===== config.mk =====
export PLATFORM = sky130hd
export DESIGN_NAME = uart_stim_tx
export DESIGN_NICKNAME = d
export VERILOG_FILES = /design/src/rtl/uart_stim_tx.sv
export SDC_FILE = /design/constraint.sdc
export NUM_CORES = 1
export LEC_CHECK = 0
export ABC_CLOCK_PERIOD_IN_PS = 2900
export CAP_MARGIN = 5
export CORE_MARGIN = 2
export CORE_UTILIZATION = 50
export DETAILED_ROUTE_END_ITERATION = 8
export PLACE_DENSITY = 0.82
export SYNTH_ARGS = -nofsm -noshare
export SYNTH_HDL_FRONTEND = slang
export SYNTH_SLANG_ARGS = --single-unit
export TNS_END_PERCENT = 20

===== constraint.sdc =====
create_clock -name i_clock -period 2.9 [get_ports i_clock]
set_input_delay 0.435 -clock i_clock [delete_from_list [all_inputs] [get_ports i_clock]]
set_output_delay 0.435 -clock i_clock [all_outputs]
set_load 0.03 [all_outputs]

===== src/rtl/uart_stim_tx.sv =====
// Bit-serial UART 8N1/8N2 stimulus transmitter with a small byte FIFO on a valid/ready port.
// Optional parity bit is enabled by defining UART_STIM_PARITY_EN (adds the i_par_odd input).
module uart_stim_tx #(
    parameter int FIFO_DEPTH = 8,
    parameter int DIV_W      = 16
) (
    input  logic                          i_clock,
    input  logic                          i_reset_n,
    input  logic                          i_in_valid,
    output logic                          o_in_ready,
    input  logic [7:0]                    i_in_bits,
    input  logic [DIV_W-1:0]              i_div,
    input  logic                          i_nstop,
`ifdef UART_STIM_PARITY_EN
    input  logic                          i_par_odd,
`endif
    input  logic                          i_en,
    output logic                          o_tx,
    output logic                          o_busy,
    output logic [$clog2(FIFO_DEPTH):0]   o_fifo_count
);

    localparam int PTR_W = $clog2(FIFO_DEPTH);
    localparam int CNT_W = PTR_W + 1;

    typedef enum logic [2:0] {
        S_IDLE,
        S_START,
        S_DATA,
`ifdef UART_STIM_PARITY_EN
        S_PARITY,
`endif
        S_STOP
    } state_t;

    // Byte FIFO
    logic [7:0]       r_mem [FIFO_DEPTH];
    logic [PTR_W-1:0] r_wr_ptr;
    logic [PTR_W-1:0] r_rd_ptr;
    logic [CNT_W-1:0] r_count;

    // Serializer
    state_t           r_state;
    logic [DIV_W-1:0] r_baud;
    logic [DIV_W-1:0] r_div_l;
    logic [7:0]       r_shift;
    logic [2:0]       r_bit_idx;
    logic             r_nstop_l;
    logic             r_stop_two;
    logic             r_tx;
    logic             r_busy;
`ifdef UART_STIM_PARITY_EN
    logic             r_par_odd_l;
`endif

    logic             w_push;
    logic             w_can_pop;
    logic             w_last_bit;
    logic             w_stop_done;
    logic             w_pop;
    logic [2:0]       w_next_idx;

    // Ready comes from the registered count alone, so a full FIFO refuses a push even while popping.
    assign o_in_ready   = (r_count < CNT_W'(FIFO_DEPTH));
    assign o_fifo_count = r_count;
    assign o_tx         = r_tx;
    assign o_busy       = r_busy;

    assign w_push      = i_in_valid && o_in_ready;
    assign w_can_pop   = i_en && (r_count != '0);
    assign w_last_bit  = (r_baud == '0);
    assign w_stop_done = (r_state == S_STOP) && w_last_bit && !r_stop_two;
    assign w_pop       = w_can_pop && ((r_state == S_IDLE) || w_stop_done);
    assign w_next_idx  = r_bit_idx + 3'd1;

    // NOTE: storage carries no reset; only pointers and count define which entries are valid.
    always_ff @(posedge i_clock) begin
        if (w_push) begin
            r_mem[r_wr_ptr] <= i_in_bits;
        end
    end

    // NOTE: sequential state uses non-blocking assignments so every register sees pre-edge values.
    always_ff @(posedge i_clock or negedge i_reset_n) begin
        if (!i_reset_n) begin
            r_wr_ptr <= '0;
            r_rd_ptr <= '0;
            r_count  <= '0;
        end else begin
            if (w_push) begin
                r_wr_ptr <= r_wr_ptr + PTR_W'(1);
            end
            if (w_pop) begin
                r_rd_ptr <= r_rd_ptr + PTR_W'(1);
            end
            case ({w_push, w_pop})
                2'b10:   r_count <= r_count + CNT_W'(1);
                2'b01:   r_count <= r_count - CNT_W'(1);
                default: r_count <= r_count;
            endcase
        end
    end

    always_ff @(posedge i_clock or negedge i_reset_n) begin
        if (!i_reset_n) begin
            r_state     <= S_IDLE;
            r_baud      <= '0;
            r_div_l     <= '0;
            r_shift     <= '0;
            r_bit_idx   <= '0;
            r_nstop_l   <= 1'b0;
            r_stop_two  <= 1'b0;
            r_tx        <= 1'b1;
            r_busy      <= 1'b0;
`ifdef UART_STIM_PARITY_EN
            r_par_odd_l <= 1'b0;
`endif
        end else if (w_pop) begin
            // Frame setup from IDLE or straight out of the last stop cycle; line settings latch here only.
            r_shift     <= r_mem[r_rd_ptr];
            r_div_l     <= i_div;
            r_baud      <= i_div;
            r_nstop_l   <= i_nstop;
`ifdef UART_STIM_PARITY_EN
            r_par_odd_l <= i_par_odd;
`endif
            r_state     <= S_START;
            r_tx        <= 1'b0;
            r_busy      <= 1'b1;
        end else begin
            case (r_state)
                S_IDLE: begin
                    r_tx   <= 1'b1;
                    r_busy <= 1'b0;
                end
                S_START: begin
                    if (w_last_bit) begin
                        r_baud    <= r_div_l;
                        r_bit_idx <= 3'd0;
                        r_tx      <= r_shift[0];
                        r_state   <= S_DATA;
                    end else begin
                        r_baud <= r_baud - DIV_W'(1);
                    end
                end
                S_DATA: begin
                    if (w_last_bit) begin
                        r_baud <= r_div_l;
                        if (r_bit_idx == 3'd7) begin
`ifdef UART_STIM_PARITY_EN
                            r_tx    <= (^r_shift) ^ r_par_odd_l;
                            r_state <= S_PARITY;
`else
                            r_tx       <= 1'b1;
                            r_stop_two <= r_nstop_l;
                            r_state    <= S_STOP;
`endif
                        end else begin
                            r_bit_idx <= w_next_idx;
                            r_tx      <= r_shift[w_next_idx];
                        end
                    end else begin
                        r_baud <= r_baud - DIV_W'(1);
                    end
                end
`ifdef UART_STIM_PARITY_EN
                S_PARITY: begin
                    if (w_last_bit) begin
                        r_baud     <= r_div_l;
                        r_tx       <= 1'b1;
                        r_stop_two <= r_nstop_l;
                        r_state    <= S_STOP;
                    end else begin
                        r_baud <= r_baud - DIV_W'(1);
                    end
                end
`endif
                S_STOP: begin
                    if (w_last_bit) begin
                        if (r_stop_two) begin
                            r_stop_two <= 1'b0;
                            r_baud     <= r_div_l;
                        end else begin
                            r_state <= S_IDLE;
                            r_busy  <= 1'b0;
                        end
                    end else begin
                        r_baud <= r_baud - DIV_W'(1);
                    end
                end
                default: begin
                    r_state <= S_IDLE;
                    r_tx    <= 1'b1;
                    r_busy  <= 1'b0;
                end
            endcase
        end
    end

endmodule


## Word level (Yosys, flattened, before mapping)

Memories as Yosys holds them, arrays and structs flattened. A register that Yosys moved wholly into a read port is not among the register bits.
Index checks and enable logic that the tools add are counted.

- Bitwise logic cells: 1
- Reductions and logical operators: 22
- Equality and inequality tests: 20
- Muxes and demuxes: 34
- Add/subtract/negate cells: 6
- $lt $le $gt $ge: 2

Operators with widths:

| cell | number |
|---|---|
| $mux 16 | 4 |
| $pmux 16 s2 | 1 |
| $mux 3 | 9 |
| $logic_not 16->1 | 1 |
| $sub 16x1->16 const B | 1 |
| $ne 3x3->1 const B | 5 |
| $ne 2x2->1 const B | 7 |
| $mux 1 | 13 |
| $pmux 3 s4 | 1 |
| $reduce_and 5->1 | 2 |
| $add 3x1->3 const B | 3 |
| $pmux 4 s2 | 1 |
| $eq 3x2->1 const B | 2 |
| $pmux 3 s2 | 1 |
| $reduce_and 3->1 | 2 |
| $reduce_and 6->1 | 1 |
| $reduce_bool 2->1 | 3 |
| $logic_and 1x1->1 | 5 |
| $add 4x1->4 const B | 1 |
| $lt 3x4->1 const B | 1 |
| $lt 4x4->1 const B | 1 |
| $ne 4x4->1 const B | 1 |
| $pmux 1 s2 | 2 |
| $reduce_bool 4->1 | 1 |
| other kinds (15) | 16 |

- Output and inout bits: 7
- RAM bits: 64
- Logic and storage cells: 97
- Memories kept: 1
- Register bits: 52

Memories:

| name | words | bits a word | rd ports | clocked after Yosys merged registers in | write ports | RTL line | RTL |
|---|---|---|---|---|---|---|---|
| r_mem | 8 | 8 | 1 | 1 | 1 | 37 | `logic [7:0] r_mem [FIFO_DEPTH];` |

## Depth between registers and ports, before layout

Gate-level depths: netlist of the first run.

- Depth in word-level cells: 7
- Depth in mapped cells: 14

## Worst setup path before layout of the first run

No wires, ideal clock.

- Path kind: reg2reg
- From: register r_count[1] (netlist: o_fifo_count[1])
- To: register r_count[2] (netlist: o_fifo_count[2])
- Stages on the path, launching flop included: 14
- Library setup time: 0.139 ns
- Buffers on the path: 2
- Period minus slack after synthesis: 3.011 ns
- Slack: -0.111 ns
- Arrival: 2.873 ns
- Cells stage by stage: dfrtp_1 > clkbuf_1 > o41a_1 > and2_1 > a21oi_1 > inv_2 > clkbuf_1 > ha_1 > xor2_1 > ha_1 > a21oi_1 > xor2_1 > nor2_1 > xor2_1

- Word-level cells in the longest chain between the ends: 5

RTL lines:

| element | RTL line | RTL |
|---|---|---|
| from (decl) | 40 | `logic [CNT_W-1:0] r_count;` |
| from (signal assigned) | 97 | `2'b10: r_count <= r_count + CNT_W'(1);` |
| from (signal assigned) | 98 | `2'b01: r_count <= r_count - CNT_W'(1);` |
| from (signal assigned) | 99 | `default: r_count <= r_count;` |
| $reduce_bool 4->1 (*) | 70 | `assign w_can_pop = i_en && (r_count != '0);` |
| $logic_and 1x1->1 (*) | 70 |  |
| $logic_and 1x1->1 (*) | 73 | `assign w_pop = w_can_pop && ((r_state == S_IDLE) \|\| w_stop_done);` |
| via w_pop | 60 | `logic w_pop;` |
| $eq 2x1->1 / $eq 2x2->1 (equally long branches) | 96 | `case ({w_push, w_pop})` |
| $pmux 4 s2 / $reduce_bool 2->1 (equally long branches) | -- |  |

The timed path passes the listed nets; every way through them passes the cells marked *.
A chain may end at the register's enable or synchronous reset.

## Worst setup path in the final report of the first run

- From: register r_baud[6]
- To: register r_count[2] (netlist: o_fifo_count[2])

- Word-level cells in the longest chain between the ends: 7

RTL lines:

| element | RTL line | RTL |
|---|---|---|
| from (decl) | 44 | `logic [DIV_W-1:0] r_baud;` |
| from (signal assigned) | 122 | `r_baud <= i_div;` |
| from (signal assigned) | 138 | `r_baud <= r_div_l;` |
| from (signal assigned) | 143 | `r_baud <= r_baud - DIV_W'(1);` |
| $logic_not 16->1 (*) | 71 | `assign w_last_bit = (r_baud == '0);` |
| $logic_and 1x1->1 (*) (2 in a row) | 72 | `assign w_stop_done = (r_state == S_STOP) && w_last_bit && !r_stop_two;` |
| $logic_or 1x1->1 (*) | 73 |  |
| $logic_and 1x1->1 (*) | 73 |  |
| $eq 2x1->1 / $eq 2x2->1 (equally long branches) | 96 |  |
| $pmux 4 s2 / $reduce_bool 2->1 (equally long branches) | -- |  |

Every way passes the cells marked *; elsewhere a longest branch is shown, timed or not.

==> impl_results.md, run 1 <==
* Vias/cell at 6.14
* H-Tree Depth at 4
* Post-cts hold buffer count at 0
* Relative slew margins at 35.6%
* Startpoint types: flip-flop
* Filler instances at 848
* Worst-path clk slew at around 0.06 ns
* Pin count of the biggest net entering global routing at 48
* Final setup fails at 0
* Vias in the first global route at 4143
* Max FO, Critical Path at 7
* Port Buf Inserts at 35
* Cell variety after synth at 66
* Final Cycle Share at 93.4%
* Total wire length at 13200 µm
* Pwr/cell area at approximately 570 nW/µm²
* Type of the tightest min-delay check: input pin to async pin
* RSZ-0062 raised after global routing: false
* CTS buffer count at 17
* Skew-Pair Late Insertion Delay at 0.43 ns
* Die Span X at 112 µm
* Clock skew at 0.0114 ns
* HPWL after DPL at between 8000 and 9000 µm
* Final Util at 61.7%
* Fin. Hold Viols at 0
* Area of the multi-input gates at 2260 µm²
* Final slew viol count at 0
* Status: finished clean
* Slew @ Worst Pin at 0.959 ns
* Register Area at 3400 µm²
* Crit path capture type: flip-flop
* YS warnings at 0
* First-pass GRT wire length at 21400 µm
* Routability cong. at 0.967
* Antenna viol nets, final at 0
* DRT iter0 DRCs at 321
* Critical path buffers and inverters at 2
* DRC Markers at 0
* TNS Setup at 0 ns
* FP Rows at 39
* Worst path required time at 3.19 ns
* Vias at 4143
* DRT Pass-1 Iters at 5
* Core Region at 11400 µm²
* Fmax at 369 MHz
* Synth Instances at 464
* Layout cells sized above 1 at 18.2%
* Syn Area/Cell at 12.5 µm²
* Post-synth EDFFs at 64
* Routed WL per cell at 19.6 µm
* FFs w/ async S/R, synth at 48.0%
* CP Cell Sequence: or4_4 > nor4_1 > buf_4 > a21oi_4 > inv_2 > ha_2 > xor2_1 > ha_1 > a21oi_1 > xor2_1 > nor2_1 > xor2_1
* CP max stage delay at 0.61 ns
* Worst Setup Path Type: flip-flop to flip-flop
* Clock sink count at approximately 120
* Most frequent cell on the critical path: xor2_1
* Synthesized area at between 5000 and 6000 µm²
* Total gr overflow at 0
* Crit path DAT at 3.00 ns
* Sequential-to-total area share from yosys stat at 58.4%
* Worst VDD drop at 576 µV
* Die H at about 110 µm
* Fin crit period at 2.71 ns
* Clock Path Buffers at 2
* Ports at 36
* Main flop type after synthesis: edfxtp_1
* Initial antenna violation count at 0
* Most frequent cells in the layout: nand2_1, edfxtp_1, dfrtp_1
* # nets final at 561
* Global Route Usage Sum at 22.4%
* Root Driver: clkbuf_16
* Yosys reg bits at roughly 120
* Die Area at 12500 µm²
* Leakage at 2.78 nW
* TritonCTS clock tree: done
* Max-Cap Viols at 0
* Slowest cell on crit path: or4_4
* CP delay by family, top: simple AND/OR/NAND/NOR gates
* Synth-to-Final Area Change at 20.6%
* Post-synth net total at 506
* ANT cells at 0
* Initial Util at 51.2%
* Commonest non-fill, non-tap cell in the layout: nand2_1
## repair_timing
action	in CTS	in global routing
buffers inserted	0	0
gates resized for setup	0	1
setup endpoints to repair	0	1
## kinds of logic (layout without fill, tap and decap cells)
logic type	Yosys count	after routing	synth area share [%]
muxes	31	31	9.29
xor gates and xnor gates	13	13	1.96
DFF	123	123	58.4
adders and majority gates	13	13	2.80
and+or+nand+nor	153	153	12.9
buffers and inverters	39	107	2.97
AOI/OAI and AO/OA	92	92	11.6
## layout make-up
class,count,area share (%)
Sequential cell,123,48.5
Tap cell,143,2.55
Timing Repair Buffer,60,7.60
Clock buffer,18,6.26
Multi-Input combinational cell,302,32.2
Clock inverter,14,2.10
Inverter,15,0.803
## worst reg2reg max path, cell delays in order, from the launching register on
cell and delay, ns:
dfrtp_1 0.43, or4_4 0.61, nor4_1 0.19, buf_4 0.17, a21oi_4 0.06, inv_2 0.07, ha_2 0.23, xor2_1 0.09
ha_1 0.19, a21oi_1 0.16, xor2_1 0.17, nor2_1 0.07, xor2_1 0.14
## synthesized netlist by cell type, types with 3 or more instances
cell	number	area, µm²
nand4_1	4	25.0
mux2_2	4	45.0
o211ai_1	8	60.1
a22oi_1	3	22.5
buf_2	9	45.0
o2111ai_1	3	26.3
nand3_1	12	60.1
and2_1	4	25.0
o21ai_0	25	125
ha_1	13	163
xnor2_1	8	70.1
or4_1	5	37.5
nor3_1	10	50.1
clkbuf_1	11	41.3
dfrtp_1	58	1450
nand2b_1	4	25.0
nor4_1	7	43.8
nor2b_1	3	18.8
a32oi_1	4	35.0
o2bb2ai_1	5	43.8
a21oi_1	7	35.0
xor2_1	5	43.8
nor2_1	16	60.1
o221ai_1	4	35.0
inv_1	14	52.6
o31a_1	4	35.0
edfxtp_1	64	1920
nand2_1	72	270
mux4_2	18	405
mux2i_1	9	90.1
a211oi_1	3	22.5
a22o_1	5	43.8
## path summary, 6_finish.rpt
| kind | start | endpoint | slack, ns | cells past startpoint |
|---|---|---|---|---|
| setup / recovery | r_baud[6] | o_fifo_count[2] | 0.19 | 12 |
| hold / removal | i_reset_n | r_bit_idx[0] | 0.004 | 1 |
| setup reg to reg | r_baud[6] | o_fifo_count[2] | 0.19 | 12 |
| hold reg to reg | r_shift[6] | r_shift[6] | 0.48 | 2 |
| max in group asynchronous | i_reset_n | o_tx | 2.14 | 2 |
| min in group i_clock | r_shift[6] | r_shift[6] | 0.48 | 2 |
## per-layer routing
metal	global-route usage, %	wire length, µm	vias to the layer above
met1	29.7	5700	2044
met3	6.37	881	31
met5	0	0	-
met2	34.9	6310	183
li1	-	-	1885
met4	9.71	329	0
## sequential cells by signal, indices dropped and copies added, names as in the netlist
register	flops
r_div_l	16
r_nstop_l	1
r_bit_idx	3
r_state	2
r_mem	64
r_shift	8
o_fifo_count	4
r_rd_ptr	3
o_tx	1
r_stop_two	1
r_wr_ptr	3
o_busy	1
r_baud	16
## power breakdown
part           internal (W)  switching [W]  total [W]
clock network       0.00124       0.000856    0.00209
registers           0.00184     0.00000260    0.00184
logic             0.0000426      0.0000459  0.0000885
## through the flow
step | total power (W) | instances | setup WS [ns] | hold WS, ns | area, µm²
2_1_floorplan | 0.00189 | 464 | 0.0610 | 0.139 | 5820
3_3_place_gp | 0.00196 | 643 | 0.205 | 0.456 | 6420
3_5_place_dp | 0.00197 | 643 | 0.0918 | 0.457 | 6420
4_1_cts | 0.00405 | 675 | 0.156 | 0.00499 | 7010
5_1_grt | 0.00413 | 675 | 0.000125 | 0.0433 | 7010
6_report | 0.00402 | 675 | 0.192 | 0.00398 | 7010
No activity file was read; power rests on OpenSTA's default activity.
==> run 2: changes to the inputs <==
Settings changed: GPL_ROUTABILITY_DRIVEN set to 1.
==> results of run 2 <==
Same layout as run 1: the final DEF is identical, and so are final timing and power.
==> RTL change (settings of run 1) <==
`FIFO_DEPTH`: 8 -> 32.
--- a/src/rtl/uart_stim_tx.sv
+++ b/src/rtl/uart_stim_tx.sv
@@ -2,5 +2,5 @@
 // Optional parity bit is enabled by defining UART_STIM_PARITY_EN (adds the i_par_odd input).
 module uart_stim_tx #(
-    parameter int FIFO_DEPTH = 8,
+    parameter int FIFO_DEPTH = 32,
     parameter int DIV_W      = 16
 ) (
Interface: changed (resized o_fifo_count); port bits go from 36 to 38. The function was not compared with the original's and may differ.
==> RTL change against run 1 <==
The flow now finishes with violations (negative hold slack); global-route usage decreased by 1.1 points; power rose to 3.8 times the old value; sequential cell count grew 198; routed wire length increased by 130%; cell area is 130% higher; synthesized cell count rose by 88%; setup slack worse by 170 ps; synthesized area rose by 130%; critical endpoint is now o_fifo_count[4]$_DFFE_PN0P_.
==> RTL change: results <==
[status]
status = "complete, but fails checks"
violations = "negative hold slack"

[routing]
route.met3.wl_um = 2076
wl_met2_um = 15570
wl_um = 30340

[placement]
numPlacedInstances = 1287
gp_congestion = 0.8886

[pwr]
powerComb_w = 0.00516
sequentialPower_w = 0.00620
switching_share_pct = 32.90
netSwitchingPower_w = 0.005090
ir_worst_vdd_uv = 641.0

[logic_synthesis]
synth_xor_area_share_pct = 1.287
synth-edff-count = 256
syn_nets = 917
synth_compound_area_share_pct = 6.612
synth.area.mux_share_pct = 11.61
async_flop_share_pct = 20.25

[critical_path]
reg2reg_depth = 13
slowest_delay_ps = 480

[timing]
fin_worst_hold_slack_ps = -1.780
hold_viol_final = 1
max-slew-margin-rel_pct = 38.27

[grt]
grt_pass1_wl_um = 46780
grt_pass1_vias = 8318
grt_max_degree = 42

[clock_tree]
clkLatencyLatePin_ps = 580
cts_made_buffers = 31

[cells_and_area]
nets = 1030
drive_gt1_share_pct = 23.56
==> RTL change: per-stage QoR <==
| stage | setup slack [ps] | utilization, % | setup TNS, ps | hold slack [ps] |
|---|---|---|---|---|
| 6_report | 23.35 | 59.87 | 0 | -1.780 |
| 5_1_grt | -91.67 | 59.87 | -417.6 | 53.34 |
| 4_1_cts | 6.152 | 59.61 | 0 | 5.132 |
| 3_5_place_dp | -42.56 | 55.69 | -64.20 | 462.2 |
| 3_3_place_gp | 74.98 | 55.69 | 0 | 456.4 |
| 2_1_floorplan | -298.7 | - | -696.3 | 139.4 |
==> RTL change: layout make-up <==
class / instances / area, µm²
well taps: 341 / 426.7
inverters: 15 / 56.30
clock inverters: 16 / 192.7
repair buffers: 131 / 1096
fillers: 1895 / 10760
multi-input cells: 485 / 4106
clock buffers: 42 / 847.1
flip-flops and latches: 321 / 9320
==> RTL change: repair_timing <==
action,in CTS,in global routing
setup endpoints to repair,6,15
setup buffers,0,6
gates resized for setup,3,7
